## config.mk

```make
export PLATFORM = sky130hd
export DESIGN_NAME = jtopl_wrarb
export DESIGN_NICKNAME = d
export VERILOG_FILES = /design/src/rtl/jtopl_wrarb.sv
export SDC_FILE = /design/constraint.sdc
export NUM_CORES = 1
export LEC_CHECK = 0
export CORE_ASPECT_RATIO = 1.5
export CORE_MARGIN = 1
export CORE_UTILIZATION = 51
export DETAILED_ROUTE_END_ITERATION = 8
export PLACE_DENSITY = 0.82
export SYNTH_ARGS = -nofsm -noshare
export SYNTH_HDL_FRONTEND = slang
export SYNTH_SLANG_ARGS = --single-unit
```

## constraint.sdc

```tcl
create_clock -name clk -period 5 [get_ports clk]
set_clock_uncertainty 0.05 [all_clocks]
set_input_delay 1 -clock clk [delete_from_list [all_inputs] [get_ports clk]]
set_output_delay 1 -clock clk [all_outputs]
set_load 0.05 [all_outputs]
```

## src/rtl/jtopl_wrarb.sv

```systemverilog
// rtl/jtopl_wrarb.sv - round-robin write arbiter and OPL bus cycle sequencer for jtopl
module jtopl_wrarb #(
   parameter int ADDR_WAIT = 12,
   parameter int DATA_WAIT = 84
) (
   input  logic       clk,
   input  logic       rst,
   input  logic       cen,
   input  logic       a_req,
   input  logic [7:0] a_reg,
   input  logic [7:0] a_data,
   output logic       a_ack,
   input  logic       b_req,
   input  logic [7:0] b_reg,
   input  logic [7:0] b_data,
   output logic       b_ack,
   output logic [7:0] opl_din,
   output logic       opl_addr,
   output logic       opl_cs_n,
   output logic       opl_wr_n,
   output logic       busy
);

   localparam logic [7:0] AW = 8'(ADDR_WAIT);
   localparam logic [7:0] DW = 8'(DATA_WAIT);

   typedef enum logic [2:0] {
      S_IDLE,
      S_ADDR,
      S_AWAIT,
      S_DATA,
      S_DWAIT
   } state_t;

   state_t     state, state_nxt;
   logic [7:0] cnt, cnt_nxt;
   logic [7:0] lat_reg, lat_data, reg_nxt, data_nxt;
   logic       prefer_b, prefer_b_nxt;
   logic       grant_a, grant_b;
   logic       strobe_n, strobe_n_nxt;
   logic       addr_nxt;
   logic [7:0] din_nxt;

   // Next-state, arbitration and next bus value; the bus value is derived from
   // the next state so the registered outputs line up with the state they belong to.
   always_comb begin
      state_nxt    = state;
      cnt_nxt      = cnt;
      reg_nxt      = lat_reg;
      data_nxt     = lat_data;
      prefer_b_nxt = prefer_b;
      grant_a      = 1'b0;
      grant_b      = 1'b0;
      strobe_n_nxt = 1'b1;
      addr_nxt     = 1'b0;
      din_nxt      = 8'h00;

      case (state)
         S_IDLE: begin
            // B wins a tie only when A was the last one served
            if (a_req && (!b_req || !prefer_b)) begin
               grant_a      = 1'b1;
               reg_nxt      = a_reg;
               data_nxt     = a_data;
               prefer_b_nxt = 1'b1;
               state_nxt    = S_ADDR;
            end else if (b_req) begin
               grant_b      = 1'b1;
               reg_nxt      = b_reg;
               data_nxt     = b_data;
               prefer_b_nxt = 1'b0;
               state_nxt    = S_ADDR;
            end
         end
         S_ADDR: begin
            if (AW == 8'd0) begin
               state_nxt = S_DATA;
            end else begin
               state_nxt = S_AWAIT;
               cnt_nxt   = AW;
            end
         end
         S_AWAIT: begin
            if (cnt <= 8'd1) state_nxt = S_DATA;
            else             cnt_nxt   = cnt - 8'd1;
         end
         S_DATA: begin
            if (DW == 8'd0) begin
               state_nxt = S_IDLE;
            end else begin
               state_nxt = S_DWAIT;
               cnt_nxt   = DW;
            end
         end
         S_DWAIT: begin
            if (cnt <= 8'd1) state_nxt = S_IDLE;
            else             cnt_nxt   = cnt - 8'd1;
         end
         default: state_nxt = S_IDLE;
      endcase

      case (state_nxt)
         S_ADDR: begin
            strobe_n_nxt = 1'b0;
            din_nxt      = reg_nxt;
         end
         S_DATA: begin
            strobe_n_nxt = 1'b0;
            addr_nxt     = 1'b1;
            din_nxt      = data_nxt;
         end
         default: ;
      endcase
   end

   // State and bus registers advance on cen; acks are single-clk pulses independent of cen
   always_ff @(posedge clk) begin
      if (rst) begin
         state    <= S_IDLE;
         cnt      <= 8'd0;
         lat_reg  <= 8'h00;
         lat_data <= 8'h00;
         prefer_b <= 1'b0;
         strobe_n <= 1'b1;
         opl_addr <= 1'b0;
         opl_din  <= 8'h00;
         a_ack    <= 1'b0;
         b_ack    <= 1'b0;
      end else begin
         a_ack <= cen && grant_a;
         b_ack <= cen && grant_b;
         if (cen) begin
            state    <= state_nxt;
            cnt      <= cnt_nxt;
            lat_reg  <= reg_nxt;
            lat_data <= data_nxt;
            prefer_b <= prefer_b_nxt;
            strobe_n <= strobe_n_nxt;
            opl_addr <= addr_nxt;
            opl_din  <= din_nxt;
         end
      end
   end

   assign opl_cs_n = strobe_n;
   assign opl_wr_n = strobe_n;
   assign busy     = (state != S_IDLE);

endmodule
```

# After elaboration in Yosys (flattened, before gate mapping)
# Cells that the tools add are included.
# Widths: inputs -> output; s select.
# classes
n_reduce_logical,14
n_mux,23
addsub,1
n_lt_le_gt_ge,1
eq_ne,7
# op_table
op,count
$mux 8,7
$pmux 8 s3,1
$pmux 8 s2,1
$pmux 3 s5,1
$mux 3,4
$eq 3x2->1 const B,3
$mux 1,9
$le 8x1->1 const B,1
$sub 8x1->8 const B,1
$eq 3x1->1 const B,2
$reduce_and 3->1,2
$reduce_bool 3->1,2
$reduce_or 2->1,2
$eq 3x3->1 const B,1
$logic_and 1x1->1,3
$logic_not 3->1,1
$logic_not 1->1,2
$ne 2x2->1 const B,1
$reduce_bool 2->1,1
$logic_or 1x1->1,1
# totals
output_inout_bits,14
reg_bits,40
in_bits,37
word_cells,56

# Depth between registers and ports, before layout
# Gate-level depths: netlist of run 1.
# depth
depth_word,8
ltp_mapped,7
depth_no_buf,6

# Worst setup path before layout of run 1
# No wires, ideal clock.
# synth_path
kind,in2reg
startpoint,input port rst
endpoint,register opl_din[7]
arrival_ns,2.034
path_slack_ns,2.794
t_required_ns,4.828
stages,6
n_path_buf,2
setup_ns,0.122
path_cell_list,clkbuf_1 > nor2b_1 > clkbuf_1 > nand2_1 > o22ai_1 > a221o_1
# synth_lines
element,line_no,source
"start, declared",7,"input logic rst,"
"end signal, assigned",140,opl_din <= din_nxt;
"end, declared",17,"output logic [7:0] opl_din,"

# Worst setup path after layout of run 1
# layout_path
startpoint,register state[0]
endpoint,output port busy
# layout_via
elab_chain_len,1
# layout_rtl
element,line_no,source
"start, declared",35,"state_t state, state_nxt;"
"start signal, assigned",133,state <= state_nxt;
$reduce_bool 3->1,147,assign busy = (state != S_IDLE);
"end, declared",21,output logic busy
# Every way passes these cells.

==> run_results.csv, run 1 <==
group,metric,value,unit
status,outcome,"finished, final reports clean",
route,drt_wl_total,4874,um
cts,cts_resized,0,
synthesis,synth_top_area_share,35.21,%
synthesis,yosys_warnings,0,
route,drc,0,
sta,fmax,0.3161,GHz
sta,hold_slack,396.0,ps
final_layout,area_growth,32.12,%
setup_path,crit_path_end_kind,"output port",
setup_path,worstSetupPathType,"reg2out",
pwr,p_total,703.1,uW
die,core,0.003416,mm2
die,die_h,75.15,um
route,drt_pass1_iterations,4,
cts,ctsHtreeMaxLevel,2,
route,num_vias,1828,
global_route,grt_pass1_wl,7776,um
final_layout,fin_cells,296,
synthesis,ys_types,56,
global_route,grt_use_met1,30.61,%
synthesis,async_reset_ff_share,0,%
sta,setup_viol,0,
global_route,grt_max_degree,22,
sta,rsz0062_at_grt,"no",
place,placed_cells,288,
final_layout,drive_gt1_share,11.02,%
die,pin_count,51,
synthesis,yosys.area.top_type,"dfxtp_1",
sta,slew_headroom,52.55,%
place,port_buffers,50,
synthesis,ys_seq_area_share,35.21,%
die,std_cell_rows,26,
die,die_x,50.77,um
global_route,met3_usage,3.434,%
route,drt_iter0_drc,65,
global_route,use_met2,50.52,%
place,routabilityCongestion,0.7941,
setup_path,path_max_fanout,15,
final_layout,insertedDiodeCount,0,
synthesis,syn_nets,247,
route,wl_per_cell,16.47,um
sta,min_period,3164,ps
cts,clockRootBuffer,"clkbuf_8",
sta,tightest_slew,709.1,ps
setup_path,worstPathArrival,2110,ps
synthesis,ys.flop_type,"dfxtp_1",
hold_path,hp-class,"reg2reg",
place,dp_hpwl,3570,um
sta,hold_viol,0,
cts,cts.path.max_buffers,2,
die,dieArea,0.003815,mm2
route,viasPerCell,6.176,
synthesis,synthTopCellsByArea,"dfxtp_1 (35%), a32o_1 (5.0%), nand2_1 (3.7%)",
synthesis,ys_ff_latch,32,
cts,clk_pin_slew_worst_paths,70,ps
global_route,antenna_found_initial,0,
global_route,grt.overflow.total,0,
cts,clkSinkCount,32,
synthesis,syn_inst,208,
flow_run,max_cap_viol_count,0,
final_layout,nets,292,
route,antenna_left,0,
setup_path,cp.required,3950,ps
cts,cts_hold_repair.buffers,0,
setup_path,cp-start-kind,"flip-flop",
synthesis,synth_area,0.001819,mm2
synthesis,synth-edff-count,0,
pwr,leakage,0.8869,nW
die,start_util,53.26,%
sta,drv_slew,0,
sta,post-route-period-util,63.28,%
sta,finalSetupTns,0,ps
pwr,p_per_area,292.5,mW/mm2
global_route,track_usage,27.48,%
cts,cts_tree,"yes",
cts,post_cts_buffers,0,
synthesis,synth_area_per_cell,8.746,um2
global_route,grt_busiest_layer,"met2",
pwr,peakVddDrop,265.3,uV
global_route,grt_pass1_vias,1708,
cts,clk_latency,290,ps
cts,numCtsBuffers,5,
[power breakdown]
part | switching, mW | internal (mW) | leakage (nW)
registers | 0.0158 | 0.272 | 0.261
clock network | 0.0975 | 0.112 | 0.0455
logic | 0.118 | 0.0875 | 0.580
[worst paths after layout]
path	slack, ps	startpoint	to	depth (start not counted)
worst min register to register	400	opl_addr	opl_addr	2
worst max register to register	2810	cnt[0]	cnt[5]	6
worst min-delay path	400	opl_addr	opl_addr	2
worst max-delay path	1840	state[0]	busy	4
[registers in the layout (all words and copies together) (netlist names)]
name and cells:
cnt 8, lat_data 8, opl_din 8, state 3
a_ack 1, b_ack 1, opl_addr 1, opl_cs_n 1
prefer_b 1
[metrics by stage]
step           setup WS (ps)  instance area [um2]  util, %
2_1_floorplan           2794                 1819        -
3_3_place_gp            1854                 2313    67.73
3_5_place_dp            1806                 2313    67.73
4_1_cts                 1851                 2404    70.37
5_1_grt                 1748                 2404    70.37
6_report                1836                 2404    70.37
[cell usage in the layout, fill, tap and decap left out, types with 4 or more instances in the layout]
| master | n |
|---|---|
| nand3_1 | 6 |
| nand2_1 | 18 |
| clkdlybuf4s50_1 | 50 |
| clkbuf_8 | 6 |
| nor2_1 | 15 |
| a21o_1 | 5 |
| a21oi_1 | 8 |
| nor2b_1 | 4 |
| a32o_1 | 9 |
| buf_4 | 5 |
| a22oi_1 | 5 |
| a211oi_1 | 7 |
| a32oi_1 | 4 |
| inv_1 | 8 |
| dfxtp_1 | 32 |
| o21ai_0 | 4 |
| nor3_1 | 6 |
| o31ai_1 | 6 |
[worst max-delay path, stage by stage (launching register included)]
cell and delay, ps:
dfxtp_1 640, nor3_1 110, buf_4 190, inv_1 90, clkdlybuf4s50_1 810
[cell usage after synthesis (2+ instances only)]
cell / instances
a32o_1: 9
nand3_1: 6
nor3_1: 6
or3_1: 2
a221o_1: 3
dfxtp_1: 32
a32oi_1: 4
a211oi_1: 7
a21oi_1: 8
nand2_1: 18
o311ai_0: 2
a22oi_1: 5
a221oi_2: 2
a31oi_1: 2
a21bo_2: 2
o22ai_1: 3
nand2b_1: 2
and3_1: 2
clkbuf_1: 11
a21boi_1: 2
o221ai_1: 3
nor2b_1: 4
inv_1: 8
nand4_1: 2
o21ai_0: 4
o211ai_1: 2
nor2_1: 15
nor4_4: 2
a21o_1: 5
buf_2: 2
o31ai_1: 6
ha_1: 2
buf_4: 2
[layer usage]
layer  part of all wire [%]  up-vias
met4                    2.6        0
met1                     39      850
met5                      0        -
li1                       -      886
met2                     54       79
met3                    5.0       13
[cells by family (layout without fill, tap and decap cells)]
kind of cell	count (synthesis)	count (layout)	synth area share, %
fa+ha+maj	2	2	1.375
simple gates	72	72	22.63
flops	32	32	35.21
compound gates	74	74	32.33
mux	1	1	0.5502
xor+xnor	2	2	0.9630
buf+inv	25	71	6.946
[cell type report]
class / instances / area, um2
Inverter: 8 / 30.03
Sequential cell: 32 / 640.6
Timing Repair Buffer: 55 / 538.0
Tap cell: 42 / 52.55
Clock buffer: 8 / 90.09
Fill cell: 285 / 1012
Multi-Input combinational cell: 151 / 1052
No activity file was read; power rests on OpenSTA's default activity.
==> inputs of run 2 (changes only) <==
--- a/config.mk
+++ b/config.mk
@@ -7,9 +7,9 @@
 export LEC_CHECK = 0
 export CORE_ASPECT_RATIO = 1.5
 export CORE_MARGIN = 1
-export CORE_UTILIZATION = 51
+export CORE_UTILIZATION = 47
 export DETAILED_ROUTE_END_ITERATION = 8
-export PLACE_DENSITY = 0.82
+export PLACE_DENSITY = 0.77
 export SYNTH_ARGS = -nofsm -noshare
 export SYNTH_HDL_FRONTEND = slang
 export SYNTH_SLANG_ARGS = --single-unit
==> constraint.sdc (replaced) <==
create_clock -name clk -period 3 [get_ports clk]
set_clock_uncertainty 0.05 [all_clocks]
set_input_delay 0.6 -clock clk [delete_from_list [all_inputs] [get_ports clk]]
set_output_delay 0.6 -clock clk [all_outputs]
set_load 0.05 [all_outputs]
==> run_results.csv, run 2 (synthesized netlist as in run 1, its figures left out) <==
group,metric,value,unit
route,antenna_left,0,
setup_path,worstSetupPathType,"reg2out",
global_route,grt_pass1_wl,8307,um
setup_path,ff2ff_setup_slack,830,ps
die,start_util,49.41,%
sta,finalSetupTns,0,ps
route,num_vias,1826,
die,std_cell_rows,27,
cts,clk_latency,280,ps
setup_path,cp-start-kind,"flip-flop",
sta,fin_ws,515.2,ps
cts,post_cts_buffers,0,
setup_path,reg2reg_depth,6,
place,port_buffers,50,
route,drc,0,
global_route,grt_max_degree,20,
die,core,0.003682,mm2
sta,slew_headroom,55.12,%
global_route,grt_pass1_vias,1741,
die,dieArea,0.004129,mm2
pwr,peakVddDrop,340.1,uV
hold_path,holdCritStartpoint,"opl_addr",
die,die_x,52.80,um
cts,ctsHtreeMaxLevel,2,
route,drt_pass1_iterations,4,
route,drt_iter0_drc,65,
global_route,antenna_found_initial,0,
sta,hold_slack,402.0,ps
final_layout,nets,297,
setup_path,worstPathArrival,1830,ps
sta,tightest_slew,670.7,ps
setup_path,path_max_fanout,9,
final_layout,final_common_cell,"clkdlybuf4s50_1",
die,pin_count,51,
setup_path,crit_path_end_kind,"output port",
route,wl_per_cell,17.00,um
sta,hold_viol,0,
flow_run,max_cap_viol_count,0,
pwr,p_per_area,473.7,mW/mm2
route,drt_wl_total,5117,um
pwr,leakage,0.9072,nW
cts,cts_tree,"yes",
cts,numCtsBuffers,5,
setup_path,timing.rr.start,"cnt[0]",
cts,clockRootBuffer,"clkbuf_8",
final_layout,final_cell_mix,"clkdlybuf4s50_1 (50), dfxtp_1 (32), nand2_1 (18)",
final_layout,largest_registers,"cnt (8), lat_data (8), opl_din (8)",
sta,setup_viol,0,
pwr,p_total,1.151,mW
final_layout,n_fill_cell,338,
sta,rsz0062_at_grt,"no",
place,place_ws,515.0,ps
final_layout,final_util,65.99,%
place,dp_hpwl,3800,um
hold_path,hold-path-endpoint,"opl_addr",
sta,min_period,2485,ps
setup_path,cp.required,2350,ps
cts,cts_resized,0,
status,outcome,"finished, final reports clean",
sta,fmax,0.4024,GHz
route,viasPerCell,6.066,
die,die_h,78.20,um
final_layout,drive_gt1_share,12.79,%
sta,drv_slew,0,
global_route,track_usage,27.36,%
place,routabilityCongestion,0.8156,
cts,cts.path.max_buffers,2,
cts,clkSinkCount,32,
final_layout,area_growth,33.56,%
hold_path,hp-class,"reg2reg",
cts,clk_pin_slew_worst_paths,70,ps
setup_path,timing.rr.end,"cnt[5]",
hold_path,holdPathStages,2,
final_layout,insertedDiodeCount,0,
sta,post-route-period-util,82.83,%
cts,cts_hold_repair.buffers,0,
global_route,grt.overflow.total,0,
## run 2: worst max path at each step
stage             start    endpoint  slack, ps  depth (start not counted)
6_report       state[1]        busy        520                          3
5_1_grt        state[1]        busy        440                          3
4_1_cts        state[1]        busy        510                          3
3_5_place_dp      b_req  opl_din[5]        510                          6
3_3_place_gp      b_req  opl_din[1]        560                          6
2_1_floorplan    cnt[0]      cnt[2]       1010                          7
## run 2: report_power, final
group	switching (mW)	internal, mW	total, mW
Sequential	0.0212	0.453	0.475
Combinational	0.207	0.152	0.359
Clock	0.159	0.158	0.317
Total	0.387	0.763	1.15
## run 2: metal layers
layer	vias to the layer above	share of wire (%)	global-route usage [%]
li1	898	-	-
met2	65	53	48.61
met1	851	40	30.17
met5	-	0	0
met3	12	4.2	5.620
met4	0	2.7	11.32
## run 2: final cells by class
cell class	count	area [um2]	area share, %
multi-input cells	151	1052	43.31
flip-flops and latches	32	640.6	26.36
repair buffers	60	575.6	23.69
clock buffers	6	72.57	2.987
well taps	43	53.80	2.214
inverters	8	30.03	1.236
clock inverters	1	5.005	0.2060
## run 2: worst max-delay path: stages (launching register included)
cell	delay [ps]
dfxtp_1	500
nor3_1	120
inv_1	110
clkdlybuf4s50_1	810
## run 2: metrics by stage
step                area (um2)  std cells
global route              2430        301
detailed placement        2352        294
finish                    2430        301
CTS                       2430        301
global placement          2352        294
floorplan                 1819        208
